===== src/rtl/sc_meter_pkg.sv =====
// Shared types and helpers for the bitstream correlation meter.
package sc_meter_pkg;

  typedef enum logic [1:0] {
    IDLE  = 2'd0,
    COUNT = 2'd1,
    CALC  = 2'd2
  } state_t;

  // Counter width able to hold the value win itself.
  function automatic int unsigned cw_f(input int unsigned win);
    return $clog2(win + 1);
  endfunction

endpackage


===== src/rtl/sc_ones_counter.sv =====
// Enabled ones counter with synchronous clear; din=1 turns it into a sample counter.
module sc_ones_counter #(
  parameter int unsigned CW = 4
) (
  input  logic          clk,
  input  logic          rst,
  input  logic          clr,
  input  logic          en,
  input  logic          din,
  output logic [CW-1:0] count
);

  // Clear has priority over counting.
  always_ff @(posedge clk or posedge rst) begin
    if (rst) begin
      count <= '0;
    end else if (clr) begin
      count <= '0;
    end else if (en && din) begin
      count <= count + CW'(1);
    end
  end

endmodule


===== src/rtl/sc_corr_meter.sv =====
// Windowed correlation meter: counts ones in x, y and x&y over WIN_LEN valid
// pairs, then classifies the pair's SCC sign and extremes in one CALC cycle.
module sc_corr_meter
  import sc_meter_pkg::*;
#(
  parameter int unsigned WIN_LEN = 256,
  localparam int unsigned CW = cw_f(WIN_LEN)
) (
  input  logic          clk,
  input  logic          rst,
  input  logic          start,
  input  logic          in_valid,
  input  logic          x,
  input  logic          y,
  output logic          busy,
  output logic          done,
  output logic [CW-1:0] cnt_x,
  output logic [CW-1:0] cnt_y,
  output logic [CW-1:0] cnt_and,
  output logic          corr_pos,
  output logic          corr_neg,
  output logic          scc_max,
  output logic          scc_min
);

  localparam int unsigned PW = 2 * CW;
  localparam int unsigned SW = CW + 1;

  state_t          state;
  logic            clr_c;
  logic            en_c;
  logic [CW-1:0]   x_ones;
  logic [CW-1:0]   y_ones;
  logic [CW-1:0]   and_ones;
  logic [CW-1:0]   smp_cnt;

  logic [PW-1:0]   prod_and_c;
  logic [PW-1:0]   prod_xy_c;
  logic [SW-1:0]   sum_c;
  logic [CW-1:0]   min_c;
  logic [CW-1:0]   max_c;
  logic [CW-1:0]   bound_c;

  // A pair arriving together with start is not part of the window.
  assign clr_c = (state == IDLE) && start;
  assign en_c  = (state == COUNT) && in_valid;

  sc_ones_counter #(.CW(CW)) u_cnt_x (
    .clk(clk), .rst(rst), .clr(clr_c), .en(en_c), .din(x), .count(x_ones)
  );

  sc_ones_counter #(.CW(CW)) u_cnt_y (
    .clk(clk), .rst(rst), .clr(clr_c), .en(en_c), .din(y), .count(y_ones)
  );

  sc_ones_counter #(.CW(CW)) u_cnt_and (
    .clk(clk), .rst(rst), .clr(clr_c), .en(en_c), .din(x & y), .count(and_ones)
  );

  sc_ones_counter #(.CW(CW)) u_cnt_smp (
    .clk(clk), .rst(rst), .clr(clr_c), .en(en_c), .din(1'b1), .count(smp_cnt)
  );

  // Classification arithmetic on the held counters; bound never wraps below zero.
  always_comb begin
    prod_and_c = PW'(and_ones) * PW'(WIN_LEN);
    prod_xy_c  = PW'(x_ones) * PW'(y_ones);
    sum_c      = SW'(x_ones) + SW'(y_ones);
    min_c      = (x_ones < y_ones) ? x_ones : y_ones;
    max_c      = (x_ones < y_ones) ? y_ones : x_ones;
    bound_c    = '0;
    if (sum_c > SW'(WIN_LEN)) begin
      bound_c = CW'(sum_c - SW'(WIN_LEN));
    end
  end

  // Control FSM with registered status and result outputs.
  always_ff @(posedge clk or posedge rst) begin
    if (rst) begin
      state    <= IDLE;
      busy     <= 1'b0;
      done     <= 1'b0;
      cnt_x    <= '0;
      cnt_y    <= '0;
      cnt_and  <= '0;
      corr_pos <= 1'b0;
      corr_neg <= 1'b0;
      scc_max  <= 1'b0;
      scc_min  <= 1'b0;
    end else begin
      done <= 1'b0;
      case (state)
        IDLE: begin
          if (start) begin
            state <= COUNT;
            busy  <= 1'b1;
          end
        end
        COUNT: begin
          if (in_valid && (smp_cnt == CW'(WIN_LEN - 1))) begin
            state <= CALC;
          end
        end
        CALC: begin
          state    <= IDLE;
          busy     <= 1'b0;
          done     <= 1'b1;
          cnt_x    <= x_ones;
          cnt_y    <= y_ones;
          cnt_and  <= and_ones;
          corr_pos <= (prod_and_c > prod_xy_c);
          corr_neg <= (prod_and_c < prod_xy_c);
          scc_max  <= (and_ones == min_c);
          scc_min  <= (and_ones == bound_c);
        end
        default: begin
          state <= IDLE;
          busy  <= 1'b0;
        end
      endcase
    end
  end

endmodule


===== config.mk =====
export PLATFORM = sky130hd
export DESIGN_NAME = sc_corr_meter
export DESIGN_NICKNAME = d
export VERILOG_FILES = /design/src/rtl/sc_meter_pkg.sv /design/src/rtl/sc_ones_counter.sv /design/src/rtl/sc_corr_meter.sv
export SDC_FILE = /design/constraint.sdc
export NUM_CORES = 1
export LEC_CHECK = 0
export ABC_AREA = 1
export CORE_ASPECT_RATIO = 0.5
export CORE_UTILIZATION = 45
export DETAILED_ROUTE_END_ITERATION = 6
export HOLD_SLACK_MARGIN = 0.12
export PLACE_DENSITY = 0.74
export RECOVER_POWER = 100
export REMOVE_ABC_BUFFERS = 1
export SKIP_LAST_GASP = 1
export SYNTH_ARGS = -nofsm -noshare
export SYNTH_HDL_FRONTEND = slang
export SYNTH_SLANG_ARGS = --single-unit

===== constraint.sdc =====
create_clock -name clk -period 9.6 [get_ports clk]
set_input_delay 2.88 -clock clk [delete_from_list [all_inputs] [get_ports clk]]
set_output_delay 2.88 -clock clk [all_outputs]
set_load 0.01 [all_outputs]

== Word-level counts from Yosys, hierarchy flattened ==
Index checks and enable logic that the tools add are counted.
W data, S select, Z words.
Cells by class
  bitwise logic cells: 2
  eq/ne operators: 7
  $lt $le $gt $ge: 4
  reductions and logical operators: 13
  muxes and demuxes: 16
  $add $sub $neg: 6
  multiply operators: 1
Operator list (count)
  $mux W9: 10
  $add A9 B1 Y9 const B: 4
  $eq A9 B9 Y1: 2
  $gt A17 B18 Y1: 1
  $lt A17 B18 Y1: 1
  $mul A9 B9 Y18: 1
  $add A9 B9 Y10: 1
  $gt A10 B9 Y1 const B: 1
  $eq A9 B8 Y1 const B: 1
  $lt A9 B9 Y1: 1
  $sub A9 B9 Y9 const B: 1
  $reduce_bool A2 Y1: 4
  $logic_and A1 B1 Y1: 6
  $mux W2: 2
  $pmux W2 S2: 1
  $reduce_and A2 Y1: 2
  $eq A2 B1 Y1 const B: 1
  $eq A2 B2 Y1 const B: 1
  $logic_not A2 Y1: 1
  $mux W1: 2
  $ne A2 B1 Y1 const B: 1
  $ne A2 B2 Y1 const B: 1
  $pmux W1 S2: 1
  $and A1 B1 Y1: 1
  $not A1 Y1: 1
Storage, ports and cells
  word-level logic and storage cells: 63
  output and inout bits: 33
  bits in registers: 71

== Depth between registers and ports, before layout ==
Gate-level depths: netlist of the first run.
  depth after elaboration: 5
  gate-level depth with buffers: 27
  mapped depth without buffers: 27

== Cells and area by module ==
A second synthesis of the first run with hierarchy kept.
Unflattened totals
  cell total of the unflattened synthesis: 1012
  area, all modules: 7349.5 um2
Modules (own cells, without submodules)
  sc_corr_meter: area an instance 5397.7 um2, instances 1, cells each 768, sequential area each 875.8 um2
  sc_ones_counter: area an instance 488.0 um2, instances 4, cells each 61, sequential area each 225.2 um2

== Worst setup path before layout of the first run ==
No wires, ideal clock.
  path kind: flip-flop to flip-flop
  from: register u_cnt_y.count[2]
  to: register corr_pos
  data arrival time: 5.193 ns
  slack: 4.290 ns
  library setup time: 0.117 ns
  stages on the path, launching flop included: 24
  cells stage by stage: dfrtp_1 > clkbuf_1 > nand2_1 > fa_1 > inv_1 > fa_1 > inv_1 > fa_1 > fa_1 > inv_1 > ha_1 > nand2_1 > o21ai_0 > a21oi_1 > o21ai_0 > a21oi_1 > nor2_1 > nor2_1 > xor2_1 > ha_1 > nand3_1 > or3b_2 > nand2_1 > nand2_1
Between the ends
  cells in the longest elaborated chain, start to end: 2
Ends and longest elaborated chain
  start: declaration: line sc_ones_counter.sv:10  | output logic [CW-1:0] count
  start signal: assignment: line sc_ones_counter.sv:20  | count <= count + CW'(1);
  $mul A9 B9 Y18: line sc_corr_meter.sv:67  | prod_xy_c = PW'(x_ones) * PW'(y_ones);
  $gt A17 B18 Y1: line sc_corr_meter.sv:111  | corr_pos <= (prod_and_c > prod_xy_c);
  end signal: assignment: line sc_corr_meter.sv:111
  end: declaration: line sc_corr_meter.sv:20  | output logic corr_pos,
No other way between the ends.
A chain may end at the register's enable or synchronous reset.

==> run_results.csv, run 1 <==
group,metric,value,unit
worst_setup_path,slowest_delay,2.75,ns
global_route,antenna_found_initial,1,
floorplanning,die_area,0.0164,sq mm
floorplanning,fp.dieH,91.0,um
floorplanning,die_x,180,um
global_route,grt_pass1_vias,5889,
timing,worst_pin_slew,3.93,ns
synth,ys_seq_elements,71,
global_route,track_usage,22.2,%
worst_setup_path,critPathBufInv,3,
power_and_ir_drop,power,1.26,mW
synth,yosys.area.top_type,"dfrtp_1",
worst_setup_path,r2r_start,"u_cnt_x.count[3]",
global_route,grt_overflow_total,0,
power_and_ir_drop,peakVddDrop,0.114,mV
power_and_ir_drop,powerDensity,160,mW/mm^2
power_and_ir_drop,comb_power_share,39.1,%
worst_hold_path,hold_depth,2,
synth,synth_top_area_share,24.9,%
worst_setup_path,reg2reg_depth,21,
worst_setup_path,crit_cells,3,
timing,fmax,0.148,GHz
final_layout,n_antenna_cell,0,
worst_setup_path,critPathLaunchType,"input port",
final_layout,area_delta_synth_final,10.7,%
job,cap_violations,1,
route,drt_pass1_iterations,5,
placed_design,dp.cells,1163,
timing,final_max_slew_viol_count,72,
worst_hold_path,hold_path.class,"reg2reg",
synth,synth_cells,949,
route,postRouteAntennaNets,0,
timing,rsz0062_at_grt,"false",
cts,cts_buffers,9,
route,wire_per_inst,14.8,um
timing,report.final.setup_viol,0,
synth,netlist_area,0.00714,sq mm
worst_setup_path,setup.worst_path.start,"rst",
synth,synth_seq_area_share,24.9,%
worst_setup_path,path_class,"in2async",
cts,holdBufCountCts,0,
synth,synth_edf_count,0,
final_layout,stdcell_count,1179,
timing,skew,0.0137,ns
route,vias_per_cell,5.15,
worst_setup_path,cp_slowest_cell,"clkbuf_1",
power_and_ir_drop,power_frac_seq,33.3,%
synth,synth_commonest_cells,"nand2_1, inv_1, dfrtp_1, ha_1, o21ai_0",
timing,timing.hold.ws,0.478,ns
floorplanning,core_area,0.0155,sq mm
synth,ys_types,47,
status,status,"complete, but fails checks",
synth,synth.area.top_cells,"dfrtp_1, fa_1, ha_1, nand2_1, inv_1",
global_route,grt_pass1_wl,28700,um
route,wirelength,17400,um
synth,synth_flop_cell,"dfrtp_1",
cts,cts_resized,0,
worst_setup_path,end_kind,"async pin",
cts,clk_latency,0.35,ns
worst_setup_path,crit_required,9.13,ns
status,violations,"max-capacitance violations, max-slew violations",
cts,cts_tree,"yes",
cts,cts_sinks,71,
power_and_ir_drop,leakagePower,4.52,nW
timing,slew-limit-headroom,-162,%
timing,fin_setup_tns,0,ns
route,dr_total_vias,6067,
route,drt_iter0_drc,472,
timing,finalCritPeriodShare,70.2,%
worst_hold_path,min_from,"scc_min",
final_layout,n_fill_cell,1491,
final_layout,drive_gt1_share,4.62,%
floorplanning,start_util,46.2,%
power_and_ir_drop,switching_share,44.4,%
synth,yosys_warnings,0,
route,drc,0,
synth,synth_area_per_cell,7.52,sq um
synth,synthMostInstantiatedCell,"nand2_1",
worst_setup_path,arrival,6.27,ns
synth,async_reset_ff_share,100,%
power_and_ir_drop,p_sw,560,uW
power_and_ir_drop,power_frac_clock,27.6,%
floorplanning,rows,32,
worst_setup_path,critical_path.max_fanout,71,
placed_design,detailed_place_hpwl,13600,um
final_layout,nets,1097,
floorplanning,pin_count,39,
final_layout,finish.utilization,51.1,%
placed_design,gp_congestion,0.893,
placed_design,portBuffers,38,
timing,hold_viol_final,0,
power_and_ir_drop,p_int,700,uW
global_route,grt_max_degree,72,
cts,cts_setup_buffers,0,
cts,cts_root_buf,"clkbuf_16",
cts,clock_path_buffers,2,
worst_setup_path,path_cells,"dlygate4sd3_1, clkinv_1, clkbuf_1",
cts,ctsHtreeMaxLevel,3,
timing,fin_crit,6.74,ns
worst_setup_path,cp_top_family,"buffers and inverters",
cts,clkSlewWorstSetupHoldPaths,0.06,ns
path summary, 6_finish.rpt:
| check | slack, ns | to |
|---|---|---|
| setup / recovery | 2.86 | cnt_y[4] |
| hold / removal | 0.48 | scc_min |
| setup reg to reg | 3.78 | corr_pos |
| hold reg to reg | 0.48 | scc_min |
| max in group clk | 3.78 | corr_pos |
| min in group asynchronous | 4.52 | cnt_x[7] |
worst min-delay path: stages (launching register included):
cell and delay, ns:
dfrtp_1 0.34, nand2_1 0.06, nand2_1 0.05
cell type report:
class / instances / area, sq um / area share, %
multi-input combinational: 638 / 4390 / 55.6
tap: 204 / 255 / 3.23
timing repair buffer: 41 / 395 / 5.01
inverter: 209 / 785 / 9.93
clock buffer: 10 / 229 / 2.90
clock inverter: 6 / 68.8 / 0.871
sequential: 71 / 1780 / 22.5
stage by stage:
step	worst slack, ns	cell area, sq um
6_report	2.86	7900
5_1_grt	2.16	7900
4_1_cts	3.78	7940
3_5_place_dp	3.78	7640
3_3_place_gp	3.95	7640
2_1_floorplan	4.30	6980
cells by family after synthesis:
| family | count (synthesis) | synth area share [%] |
|---|---|---|
| flops | 71 | 24.9 |
| simple gates | 376 | 23.7 |
| xor+xnor | 15 | 1.84 |
| buf+inv | 240 | 13.1 |
| compound gates | 126 | 9.82 |
| fa+ha+maj | 121 | 26.6 |
sequential cells by signal, summed over array words and instances (netlist names):
register / count
u_cnt_and.count: 9
cnt_x: 9
done: 1
scc_max: 1
corr_neg: 1
busy: 1
corr_pos: 1
u_cnt_y.count: 9
cnt_and: 9
u_cnt_smp.count: 9
scc_min: 1
state: 2
cnt_y: 9
u_cnt_x.count: 9
power by group through the flow:
stage                     Clock (mW)  Combinational, mW  Sequential [mW]
after floorplan                    0              0.386            0.384
final                          0.348              0.493            0.419
after CTS                      0.348              0.499            0.414
after global routing           0.359              0.568            0.423
after detailed placement           0              0.494            0.419
after global placement             0              0.484            0.415
per-layer routing:
layer  share of wire [%]  GRT usage (%)  up-vias
met3                 6.4           2.97       22
met2                  43           35.8      175
met1                  49           31.4     2880
met4                 1.2           5.77        0
li1                    -              -     2990
met5                   0              0        -
layout by cell type, fill, tap and decap left out, drive strengths merged, types with 19 or more instances in the layout:
master	n
nor2	51
fa	51
inv	209
nor3	19
dfrtp	71
ha	70
a21oi	46
o21ai	67
nand3	41
dlygate4sd3	36
nand2	235
Power figures use the tool's default switching activity.
==> run 2: changes to the inputs <==
Settings changed: PLACE_DENSITY 0.74 to 0.76.
Clock period 9.6 ns to 5.9 ns, I/O delays scaled along.
==> run_results.csv, run 2 (synthesis results as in run 1) <==
group,metric,value,unit
placed_design,dpl_cell_area,0.00772,sq mm
timing,worst_pin_slew,1.63,ns
final_layout,nets,1108,
status,violations,"max-capacitance violations, max-slew violations",
route,wire_per_inst,15.2,um
final_layout,design_area,0.00801,sq mm
global_route,grt_pass1_wl,30200,um
route,drt_iter0_drc,479,
route,wirelength,18000,um
power_and_ir_drop,powerDensity,268,mW/mm^2
cts,cts_root_buf,"clkbuf_16",
floorplanning,rows,32,
floorplanning,core_area,0.0155,sq mm
floorplanning,fp.dieH,91.0,um
timing,fin_crit,5.57,ns
timing,fin_setup_tns,0,ns
worst_hold_path,hold_path.class,"reg2reg",
worst_setup_path,critPathLaunchType,"register",
final_layout,final_common_cell,"nand2_1",
floorplanning,pin_count,39,
final_layout,layout_common_cells,"nand2_1, inv_1, ha_1",
timing,timing.hold.ws,0.478,ns
global_route,grt_pass1_vias,6204,
worst_setup_path,critical_path.max_fanout,13,
timing,setup_slack,0.326,ns
cts,clock_path_buffers,2,
worst_setup_path,end_kind,"register",
final_layout,area_delta_synth_final,12.2,%
cts,cts_setup_buffers,0,
timing,fmax,0.179,GHz
global_route,grt_max_degree,43,
cts,ctsHtreeMaxLevel,3,
route,dr_total_vias,6221,
timing,hold_viol_final,0,
power_and_ir_drop,peakVddDrop,0.196,mV
placed_design,detailed_place_hpwl,14600,um
timing,slew-limit-headroom,-8.86,%
floorplanning,start_util,46.2,%
placed_design,pre_cts_slack,0.301,ns
floorplanning,die_area,0.0164,sq mm
worst_setup_path,rr_endpoint,"corr_pos",
timing,final_max_slew_viol_count,74,
worst_hold_path,min_to,"busy",
worst_hold_path,min_from,"state[1]",
placed_design,dp.cells,1174,
power_and_ir_drop,leakagePower,4.58,nW
worst_setup_path,path_class,"reg2reg",
route,postRouteAntennaNets,0,
timing,skew,0.00659,ns
final_layout,finish.utilization,51.8,%
job,cap_violations,2,
worst_setup_path,rrSetupSlack,0.33,ns
worst_setup_path,r2r_start,"u_cnt_x.count[7]",
cts,clkSlewWorstSetupHoldPaths,0.06,ns
placed_design,gp_congestion,0.937,
cts,cts_buffers,9,
route,drc,0,
cts,cts_tree,"yes",
placed_design,portBuffers,38,
status,status,"complete, but fails checks",
route,vias_per_cell,5.23,
worst_setup_path,crit_required,6.12,ns
cts,cts_sinks,71,
global_route,antenna_found_initial,0,
final_layout,n_antenna_cell,0,
global_route,grt_overflow_total,0,
floorplanning,die_x,180,um
worst_hold_path,hold_depth,1,
route,drt_pass1_iterations,5,
final_layout,stdcell_count,1189,
timing,report.final.setup_viol,0,
cts,clk_latency,0.33,ns
global_route,track_usage,23.1,%
timing,rsz0062_at_grt,"false",
worst_setup_path,arrival,5.80,ns
worst_setup_path,reg2reg_depth,22,
power_and_ir_drop,power,2.14,mW
timing,finalCritPeriodShare,94.5,%
final_layout,drive_gt1_share,6.19,%
[run 2: cell count changes in the layout (fill, tap and decap cells not counted), sizes merged]
cell	previous run	this run
buf	1	11
bufinv	1	2
clkbuf	12	13
clkinv	4	1
inv	209	210
[run 2: worst max-delay path by stage]
stage / startpoint / endpoint / slack, ns / cells past startpoint
final: u_cnt_x.count[7] / corr_pos / 0.33 / 22
after CTS: u_cnt_y.count[2] / corr_pos / 0.24 / 25
after floorplan: u_cnt_x.count[3] / corr_pos / 0.60 / 21
after detailed placement: u_cnt_y.count[2] / corr_pos / 0.30 / 25
after global routing: u_cnt_y.count[5] / corr_pos / 0.003 / 26
after global placement: u_cnt_y.count[2] / corr_pos / 0.40 / 25
[run 2: cell type report]
class                   count  area, sq um
repair buffers             52          474
clock buffers              10          239
flip-flops and latches     71         1780
well taps                 204          255
fillers                  1460         7450
multi-input cells         638         4390
inverters                 209          785
clock inverters             5         81.3
[run 2: power breakdown]
| group | total [mW] | internal (mW) | switching (mW) |
|---|---|---|---|
| Sequential | 0.657 | 0.536 | 0.121 |
| Clock | 0.595 | 0.380 | 0.215 |
| Combinational | 0.893 | 0.298 | 0.595 |
| Total | 2.14 | 1.21 | 0.931 |
[run 2: metal layers]
metal | up-vias | part of all wire (%) | wire (um) | GRT usage, %
met2 | 212 | 44 | 7960 | 37.5
li1 | 3008 | - | - | -
met4 | 0 | 1.5 | 269 | 6.34
met5 | - | 0 | 0 | 0
met3 | 26 | 8.5 | 1530 | 4.77
met1 | 2975 | 46 | 8280 | 31.5
[run 2: repair_timing]
item	in CTS	in global routing
endpoints found under the setup margin	0	2
hold endpoints to repair	0	0
hold buffers	0	0
gates resized for setup	0	6
[run 2: critical path: stages, from the launching register on]
cell and delay, ns:
dfrtp_1 0.68, nand2_1 0.15, fa_1 0.51, inv_1 0.06, fa_1 0.50, inv_1 0.05
fa_1 0.46, fa_1 0.54, inv_1 0.04, ha_1 0.33, nand2_1 0.07, o21ai_0 0.27
a21oi_1 0.16, o21ai_0 0.28, a21oi_1 0.11, nor2_1 0.10, nor2_1 0.06, xor2_1 0.14
ha_1 0.29, nand3_1 0.07, or3b_2 0.46, nand2_1 0.07, nand2_1 0.05
==> run 3: changes to the inputs <==
Settings changed: SLEW_MARGIN set to 15.
==> results of run 3 <==
Final layout, timing and power as in run 2 (identical DEF).
